--- config.mk ---
export PLATFORM = sky130hd
export DESIGN_NAME = ascon_permutation
export DESIGN_NICKNAME = d
export VERILOG_FILES = /design/src/rtl/ascon_pkg.sv /design/src/rtl/ascon_round.sv /design/src/rtl/ascon_permutation.sv
export SDC_FILE = /design/constraint.sdc
export NUM_CORES = 2
export LEC_CHECK = 0
export ABC_AREA = 1
export BUFFER_PORTS_ARGS = -buffer_cell sky130_fd_sc_hd__buf_2
export CORE_MARGIN = 5
export CORE_UTILIZATION = 43
export DETAILED_ROUTE_END_ITERATION = 8
export PLACE_DENSITY = 0.61
export RECOVER_POWER = 25
export REMOVE_ABC_BUFFERS = 1
export SLEW_MARGIN = 10
export SYNTH_ARGS = -nofsm -noshare
export SYNTH_HDL_FRONTEND = slang
export SYNTH_SLANG_ARGS = --single-unit
--- constraint.sdc ---
create_clock -name clk -period 14.48 [get_ports clk]
set_input_delay 2.172 -clock clk [delete_from_list [all_inputs] [get_ports clk]]
set_output_delay 2.172 -clock clk [all_outputs]
set_load 0.05 [all_outputs]
--- src/rtl/ascon_pkg.sv ---
// Shared constants, state type and word helpers for the Ascon permutation core.
package ascon_pkg;

    localparam int MAX_ROUNDS = 12;

    // Round constants in the order rounds consume them (ridx 0..11)
    localparam logic [7:0] ASCON_RC [0:MAX_ROUNDS-1] = '{
        8'hf0, 8'he1, 8'hd2, 8'hc3, 8'hb4, 8'ha5,
        8'h96, 8'h87, 8'h78, 8'h69, 8'h5a, 8'h4b
    };

    // Linear-layer rotation amounts, two per state word
    localparam int ROT_X0_A = 19;
    localparam int ROT_X0_B = 28;
    localparam int ROT_X1_A = 61;
    localparam int ROT_X1_B = 39;
    localparam int ROT_X2_A = 1;
    localparam int ROT_X2_B = 6;
    localparam int ROT_X3_A = 10;
    localparam int ROT_X3_B = 17;
    localparam int ROT_X4_A = 7;
    localparam int ROT_X4_B = 41;

    typedef enum logic {
        IDLE,
        RUN
    } perm_state_e;

    function automatic logic [63:0] ror64(input logic [63:0] v, input int n);
        return (v >> n) | (v << (64 - n));
    endfunction

    // Indices past the last round yield a zero constant; those stages are bypassed anyway
    function automatic logic [7:0] round_const(input logic [3:0] idx);
        logic [7:0] rc;
        rc = 8'h00;
        for (int i = 0; i < MAX_ROUNDS; i++) begin
            if (idx == 4'(i)) rc = ASCON_RC[i];
        end
        return rc;
    endfunction

    function automatic logic [63:0] word_x0(input logic [319:0] s);
        return s[319:256];
    endfunction

    function automatic logic [63:0] word_x1(input logic [319:0] s);
        return s[255:192];
    endfunction

    function automatic logic [63:0] word_x2(input logic [319:0] s);
        return s[191:128];
    endfunction

    function automatic logic [63:0] word_x3(input logic [319:0] s);
        return s[127:64];
    endfunction

    function automatic logic [63:0] word_x4(input logic [319:0] s);
        return s[63:0];
    endfunction

endpackage

--- src/rtl/ascon_round.sv ---
// One combinational Ascon round: constant addition, bitsliced S-box, linear layer.
module ascon_round
    import ascon_pkg::*;
(
    input  logic [319:0] state_in,
    input  logic [7:0]   rc,
    output logic [319:0] state_out
);

    // Full round evaluated as a sequence of in-place word updates
    always_comb begin : round_logic
        logic [63:0] a0, a1, a2, a3, a4;
        logic [63:0] t0, t1, t2, t3, t4;
        a0 = word_x0(state_in);
        a1 = word_x1(state_in);
        a2 = word_x2(state_in);
        a3 = word_x3(state_in);
        a4 = word_x4(state_in);

        a2 = a2 ^ {56'h0, rc};

        a0 = a0 ^ a4;
        a4 = a4 ^ a3;
        a2 = a2 ^ a1;
        t0 = ~a0 & a1;
        t1 = ~a1 & a2;
        t2 = ~a2 & a3;
        t3 = ~a3 & a4;
        t4 = ~a4 & a0;
        a0 = a0 ^ t1;
        a1 = a1 ^ t2;
        a2 = a2 ^ t3;
        a3 = a3 ^ t4;
        a4 = a4 ^ t0;
        a1 = a1 ^ a0;
        a0 = a0 ^ a4;
        a3 = a3 ^ a2;
        a2 = ~a2;

        a0 = a0 ^ ror64(a0, ROT_X0_A) ^ ror64(a0, ROT_X0_B);
        a1 = a1 ^ ror64(a1, ROT_X1_A) ^ ror64(a1, ROT_X1_B);
        a2 = a2 ^ ror64(a2, ROT_X2_A) ^ ror64(a2, ROT_X2_B);
        a3 = a3 ^ ror64(a3, ROT_X3_A) ^ ror64(a3, ROT_X3_B);
        a4 = a4 ^ ror64(a4, ROT_X4_A) ^ ror64(a4, ROT_X4_B);

        state_out = {a0, a1, a2, a3, a4};
    end

endmodule

--- src/rtl/ascon_permutation.sv ---
// Iterative Ascon p^a core: UNROLL rounds per clock, result held until next start.
module ascon_permutation
    import ascon_pkg::*;
#(
    parameter int UNROLL = 1
) (
    input  logic         clk,
    input  logic         resetn,
    input  logic         perm_start,
    input  logic [4:0]   rounds,
    input  logic [319:0] S_in,
    output logic [319:0] S_out,
    output logic         perm_ready
);

    perm_state_e  fsm_q, fsm_d;
    logic [319:0] state_q, state_d;
    logic [319:0] sout_q, sout_d;
    logic [3:0]   cnt_q, cnt_d;
    logic [3:0]   ridx_q, ridx_d;
    logic [3:0]   r_clamped;
    logic [3:0]   step;
    logic [319:0] stage [0:UNROLL];

    assign r_clamped = (rounds > 5'(MAX_ROUNDS)) ? 4'(MAX_ROUNDS) : rounds[3:0];
    assign step      = (cnt_q > 4'(UNROLL)) ? 4'(UNROLL) : cnt_q;
    assign stage[0]  = state_q;

    // Round chain; a stage whose round index is past the remaining count passes its input through
    for (genvar g = 0; g < UNROLL; g++) begin : g_round
        logic [3:0]   idx;
        logic [7:0]   rc;
        logic [319:0] rout;

        assign idx = ridx_q + 4'(g);
        assign rc  = round_const(idx);

        ascon_round u_round (
            .state_in (stage[g]),
            .rc       (rc),
            .state_out(rout)
        );

        assign stage[g+1] = (4'(g) < cnt_q) ? rout : stage[g];
    end

    // Next-state logic: accept a start in IDLE, iterate in RUN, publish on the last edge
    always_comb begin
        fsm_d   = fsm_q;
        state_d = state_q;
        sout_d  = sout_q;
        cnt_d   = cnt_q;
        ridx_d  = ridx_q;
        case (fsm_q)
            IDLE: begin
                if (perm_start) begin
                    if (r_clamped == 4'd0) begin
                        sout_d = S_in;
                    end else begin
                        state_d = S_in;
                        cnt_d   = r_clamped;
                        ridx_d  = 4'(MAX_ROUNDS) - r_clamped;
                        fsm_d   = RUN;
                    end
                end
            end
            RUN: begin
                state_d = stage[UNROLL];
                cnt_d   = cnt_q - step;
                ridx_d  = ridx_q + step;
                if (cnt_q == step) begin
                    sout_d = stage[UNROLL];
                    fsm_d  = IDLE;
                end
            end
            default: fsm_d = IDLE;
        endcase
    end

    // Control and published result; reset aborts any run in flight
    always_ff @(posedge clk) begin
        if (!resetn) begin
            fsm_q  <= IDLE;
            cnt_q  <= 4'd0;
            ridx_q <= 4'd0;
            sout_q <= '0;
        end else begin
            fsm_q  <= fsm_d;
            cnt_q  <= cnt_d;
            ridx_q <= ridx_d;
            sout_q <= sout_d;
        end
    end

    // Working state needs no reset: it is always loaded on the start edge
    always_ff @(posedge clk) begin
        state_q <= state_d;
    end

    assign S_out      = sout_q;
    assign perm_ready = (fsm_q == IDLE);

endmodule

* After elaboration in Yosys (flattened, before gate mapping)
Cells that the tools add are included.
** Storage, ports and cells
- Flip-flop bits (word level) :: 649
- Logic and storage cells :: 107
- Input port bits :: 328
** Operators by class
- Order comparisons :: 3
- Bitwise operators :: 44
- Muxes and demuxes :: 32
- Reduce and logical (&&, ||, !) cells :: 4
- $add $sub $neg :: 3
- Equality and inequality tests :: 16
** Operator list (number)
- 2-to-1 mux 320 bit :: 6
- bitwise XOR 64 bit :: 21
- case mux 320 bit (2 select lines) :: 2
- inverter 64 bit :: 6
- AND 64 bit :: 5
- 2-to-1 mux 8 bit :: 12
- OR 23 x 64 -> 64 bit :: 1
- OR 25 x 64 -> 64 bit :: 1
- OR 3 x 64 -> 64 bit :: 1
- OR 36 x 64 -> 64 bit :: 1
- OR 45 x 64 -> 64 bit :: 1
- OR 47 x 64 -> 64 bit :: 1
- OR 54 x 64 -> 64 bit :: 1
- OR 57 x 64 -> 64 bit :: 1
- OR 58 x 64 -> 64 bit :: 1
- OR 63 x 64 -> 64 bit :: 1
- bitwise XOR 64 x 8 -> 64 bit :: 1
- 2-to-1 mux 4 bit :: 6
- == test 4 x 3 -> 1 bit, second input constant :: 4
- == test 4 bit, second input constant :: 4
- case mux 4 bit (2 select lines) :: 2
- == test 4 x 2 -> 1 bit, second input constant :: 2
- logical NOT 4 bit :: 2
- > comparator 5 x 4 -> 1 bit, second input constant :: 1
- other kinds (14) :: 18

* Longest topological paths before layout
- Word-level depth :: 25
- Mapped depth :: 19

* Cells and area by module
From an unflattened synthesis, not the netlist that was laid out.
** Second synthesis, totals
- Cell total of the unflattened synthesis :: 8095
- Area, all modules :: 51011.4 µm²
** Modules (own cells, without submodules)
- ascon_permutation :: seq. area each 16195.5 µm², area an instance 30035.1 µm², cells each 3919, instances 1
- ascon_round :: seq. area each 0.0 µm², area an instance 20976.4 µm², cells each 4176, instances 1

* Worst setup path after synthesis
Ideal clock, no wire load.
- Path type :: input-to-reg
- From :: input rounds[0]
- To :: register ridx_q[2]
- Library setup time :: 420 ps
- Slack :: 4216 ps
- Stages :: 9
- Arrival :: 9845 ps
- Path buffers :: 0
- Cell sequence :: nor2_1 -> inv_1 -> a31oi_1 -> nand2_1 -> ha_1 -> nand4_1 -> nand2_1 -> inv_1 -> a211oi_1
** Between the ends
- Cells in the longest elaborated chain, start to end :: 6
- Elaborated cells on any way between the ends :: 9
- Classes of those cells :: add/sub: 1; order compare: 1; eq/ne: 1; mux: 4; reduce/logical: 2
** Ends and longest elaborated chain
- from (decl) :: line ascon_permutation.sv:10 : input logic [4:0] rounds,
- > comparator 5 x 4 -> 1 bit :: line ascon_permutation.sv:25 : assign r_clamped = (rounds > 5'(MAX_ROUNDS)) ? 4'(MAX_ROUNDS) : rounds[3:0];
- 2-to-1 mux 4 bit (*) :: line ascon_permutation.sv:25
- subtractor 4 bit :: line ascon_permutation.sv:62 : ridx_d = 4'(MAX_ROUNDS) - r_clamped;
- 2-to-1 mux 4 bit :: line ascon_permutation.sv:57 : if (r_clamped == 4'd0) begin
- 2-to-1 mux 4 bit :: line ascon_permutation.sv:56 : if (perm_start) begin
- case mux 4 bit (2 select lines) :: line ascon_permutation.sv:54 : case (fsm_q)
- to (signal assigned) :: line ascon_permutation.sv:90 : ridx_q <= ridx_d;
- to (decl) :: line ascon_permutation.sv:20 : logic [3:0] ridx_q, ridx_d;
Every way passes the cells marked *; elsewhere a longest branch is shown, timed or not. The select of a mux whose other input is x is not followed.
A chain may end at the register's enable or synchronous reset.

* Worst setup path in the final report
- From :: register cnt_q[1]
- To :: register sout_q[29] (netlist: S_out[29])
** Between the ends
- Cells in the longest elaborated chain, start to end :: 5
- Elaborated cells on any way between the ends :: 9
- Classes of those cells :: order compare: 2; eq/ne: 2; mux: 4; reduce/logical: 1
** Ends and longest elaborated chain
- from (decl) :: line ascon_permutation.sv:19 : logic [3:0] cnt_q, cnt_d;
- from (signal assigned) :: line ascon_permutation.sv:89 : cnt_q <= cnt_d;
- > comparator 4 x 1 -> 1 bit :: line ascon_permutation.sv:26 : assign step = (cnt_q > 4'(UNROLL)) ? 4'(UNROLL) : cnt_q;
- 2-to-1 mux 4 bit :: line ascon_permutation.sv:26
- == test 4 bit :: line ascon_permutation.sv:71 : if (cnt_q == step) begin
- inequality test 2 x 1 -> 1 bit (no line)
- AND reduction 3 bit (no line)
- to (signal assigned) :: line ascon_permutation.sv:91 : sout_q <= sout_d;
- to (decl) :: line ascon_permutation.sv:18 : logic [319:0] sout_q, sout_d;
Parallel ways exist; a longest one is shown, timed or not. The select of a mux whose other input is x is not followed.

==> results.ini <==
[floorplanning]
die_area_sq_um = 124200
ios = 649
row_count = 125
start_util_pct = 43.34
die_x_um = 352.5
coreArea_sq_um = 116400
die_y_um = 352.5

[sta]
fmax_ghz = 0.1043
slew_headroom_pct = -198.5
fin_crit_sh_pct = 66.19
fin_hold_ws_ns = 0.5089
final_hold_viol_count = 0
slew_viol_final = 363
rsz0062_at_grt = no
tightest_slew_ns = 4.478
finalCriticalPeriod_ns = 9.585
fin_worst_skew_ns = 0.02761
setup_viol = 0

[clocking]
clock_latency_ns = 0.67
hold_buffers = 0
htreeDepth = 3
clk_path_buf_depth = 3
cts-resized-gates = 0
root_buffer = clkbuf_16
cts_tree = yes
postCtsSetupRepairBufs = 0
clock-sinks = 649
clkTransAtPathRegs_ns = 0.06
cts_buffers = 74

[grt]
antenna_found_initial = 22
grt_max_degree = 198
grt.overflow.total = 0
grt.total_usage_pct = 38.41
grt_pass1_vias = 50320
grt_pass1_wl_um = 350700

[yosys]
synthSimpleGateAreaFrac_pct = 40.45
synth_cell_types = 44
ys_ff_latch = 649
synthMuxAreaShare_pct = 0
synth_top_family_by_area = simple AND/OR/NAND/NOR gates
yosysSeqAreaShare_pct = 32.11
synth_flop_cell = dfxtp_1
synth-adder-area-share_pct = 3.339
syn_area_sq_um = 50430
ys_warn_count = 0
synth_edf_count = 320
synth_xor_xnor_area_share_pct = 7.800
avgSynthCellArea_sq_um = 6.196
netlist_instances = 8140
async_flop_share_pct = 0
synth_compound_area_share_pct = 5.716

[critical_path]
worstSetupEndpointType = flip-flop
arrival_ns = 10.15
slowest_delay_ns = 2.51
crit_fanout = 102
start_kind = flip-flop
crit_top_cell = buf_4
cpMaxStageDelayCell = clkbuf_1
crit_chain = inv_1 > nand2_1 > nor2_1 > clkinvlp_2 > clkbuf_1 > buf_4 > buf_4 > buf_4 > nand3_1 > o211ai_1 > nand3_1 > nand2_1 > inv_1
critPathKind = flip-flop to flip-flop
required_ns = 15.04

[status]
status = finished, violations left
violations = max-capacitance violations, max-slew violations

[final_layout]
drive_gt1_share_pct = 7.897
nets = 9127
area_growth_pct = 13.13

[route]
ant_nets = 0
totalWireLength_um = 250700
drc_errors = 0
via_per_inst = 5.445
routed-via-count = 55860
drt_iter0_drc = 6903
wl_per_cell_um = 24.44
firstDrtPassIters = 8

[power]
p_switching_mw = 8.944
p_comb_share_pct = 69.1
p_leak_nw = 31.79
power_mw = 14.77
powerDensity_nw_per_um2 = 258.8
power.internal_mw = 5.824
ir_worst_vdd_v = 0.0001209
clkPwrFrac_pct = 12.9
p_sw_share_pct = 60.57
p_seq_share_pct = 18.0

[place]
routabilityCongestion = 1.077
dp_hpwl_um = 207500
io_buffers = 648

[hold_path]
min_path_type = flip-flop to flip-flop

[flow_run]
cap_violations = 5

[logic make-up after synthesis]
group / Yosys count
AO/OA/AOI/OAI: 529
buffers and inverters: 1356
adder cells (fa/ha/maj): 134
XOR/XNOR: 429
AND/OR/NAND/NOR: 5041
other: 2
flip-flops: 649
[synthesized netlist by cell type, types with 2 or more instances]
library cell / number / area [sq um]
nand3_1: 1108 / 5545
buf_6: 4 / 45.04
a211oi_1: 5 / 37.54
ha_1: 133 / 1664
o21ai_2: 4 / 35.03
a21oi_1: 45 / 225.2
edfxtp_1: 320 / 9609
nor2_4: 2 / 22.52
or2_0: 8 / 50.05
nor2_1: 719 / 2699
or2_2: 12 / 75.07
o21ai_1: 43 / 215.2
dfxtp_1: 329 / 6586
xnor2_2: 14 / 227.7
o21bai_1: 2 / 15.01
and2_1: 2 / 12.51
inv_1: 1100 / 4129
xnor2_1: 166 / 1454
o21ai_0: 348 / 1742
xor2_2: 7 / 113.9
nand2_1: 3181 / 11940
nand3b_1: 2 / 15.01
a31oi_1: 4 / 25.02
o211ai_1: 74 / 555.5
buf_1: 13 / 48.80
inv_2: 4 / 15.01
buf_4: 22 / 165.2
buf_2: 86 / 430.4
conb_1: 2 / 7.510
nand2_2: 4 / 25.02
clkbuf_1: 124 / 465.5
xor2_1: 241 / 2111
[layout by cell type (no fill, tap or decap), types with 133 or more instances in the layout]
master	Yosys	final
xnor2_1	166	166
inv_1	1100	1098
ha_1	133	133
nand2_1	3181	3182
buf_2	86	481
nor2_1	719	721
o21ai_0	348	366
xor2_1	241	240
dfxtp_1	329	328
clkbuf_1	124	192
nand3_1	1108	1108
edfxtp_1	320	320
[sequential cells by signal, indices dropped and copies added (netlist names)]
register	flops
cnt_q	4
S_out	320
ridx_q	4
state_q	320
fsm_q	1
[per-stage QoR]
step	utilization [%]	cell area, sq um	setup TNS, ns	instances	setup slack (ns)
finish	49.03	57050	0	10260	4.895
global route	49.01	57030	0	10250	4.562
CTS	49.22	57280	0	10250	8.772
detailed placement	47.15	54870	0	10110	8.071
global placement	47.15	54870	0	10110	8.116
floorplan	-	49260	-3400.86	7890	-9.401
[layer usage]
metal  global-route usage [%]  wire, um  up-vias
li1                         -         -    26490
met1                    49.76    101400    26110
met2                    59.04    107800     2732
met3                    9.386     25300      503
met4                    20.96     16150       22
met5                        0       123        -
[path summary, 6_finish.rpt]
kind | from | end | slack (ns) | depth (start not counted)
hold / removal | cnt_q[3] | cnt_q[3] | 0.51 | 2
setup / recovery | cnt_q[1] | S_out[29] | 4.90 | 13
hold reg to reg | cnt_q[3] | cnt_q[3] | 0.51 | 2
setup reg to reg | cnt_q[1] | S_out[29] | 4.90 | 13
[power by group through the flow]
stage	sequential [mW]	combinational, mW	clock [mW]
6_report	2.66	10.2	1.91
4_1_cts	2.65	9.78	1.93
3_5_place_dp	2.68	9.74	0
5_1_grt	2.69	10.6	2.01
3_3_place_gp	2.68	9.68	0
2_1_floorplan	2.93	5.42	0
[final cells by class]
type,instances,area (sq um)
diodes,9,22.52
multi-input cells,6136,28910
flip-flops and latches,649,16200
well taps,1524,1907
clock buffers,103,2053
fillers,12510,59310
inverters,1105,4173
clock inverters,33,355.3
repair buffers,699,3431
[worst max-delay path: cells and delay by family (launching register included)]
family / cells / cell delay (ns)
simple gates: 5 / 1.01
buf+inv: 7 / 7.36
flops: 1 / 0.38
compound gates: 1 / 0.26
No activity file was read; power rests on OpenSTA's default activity.
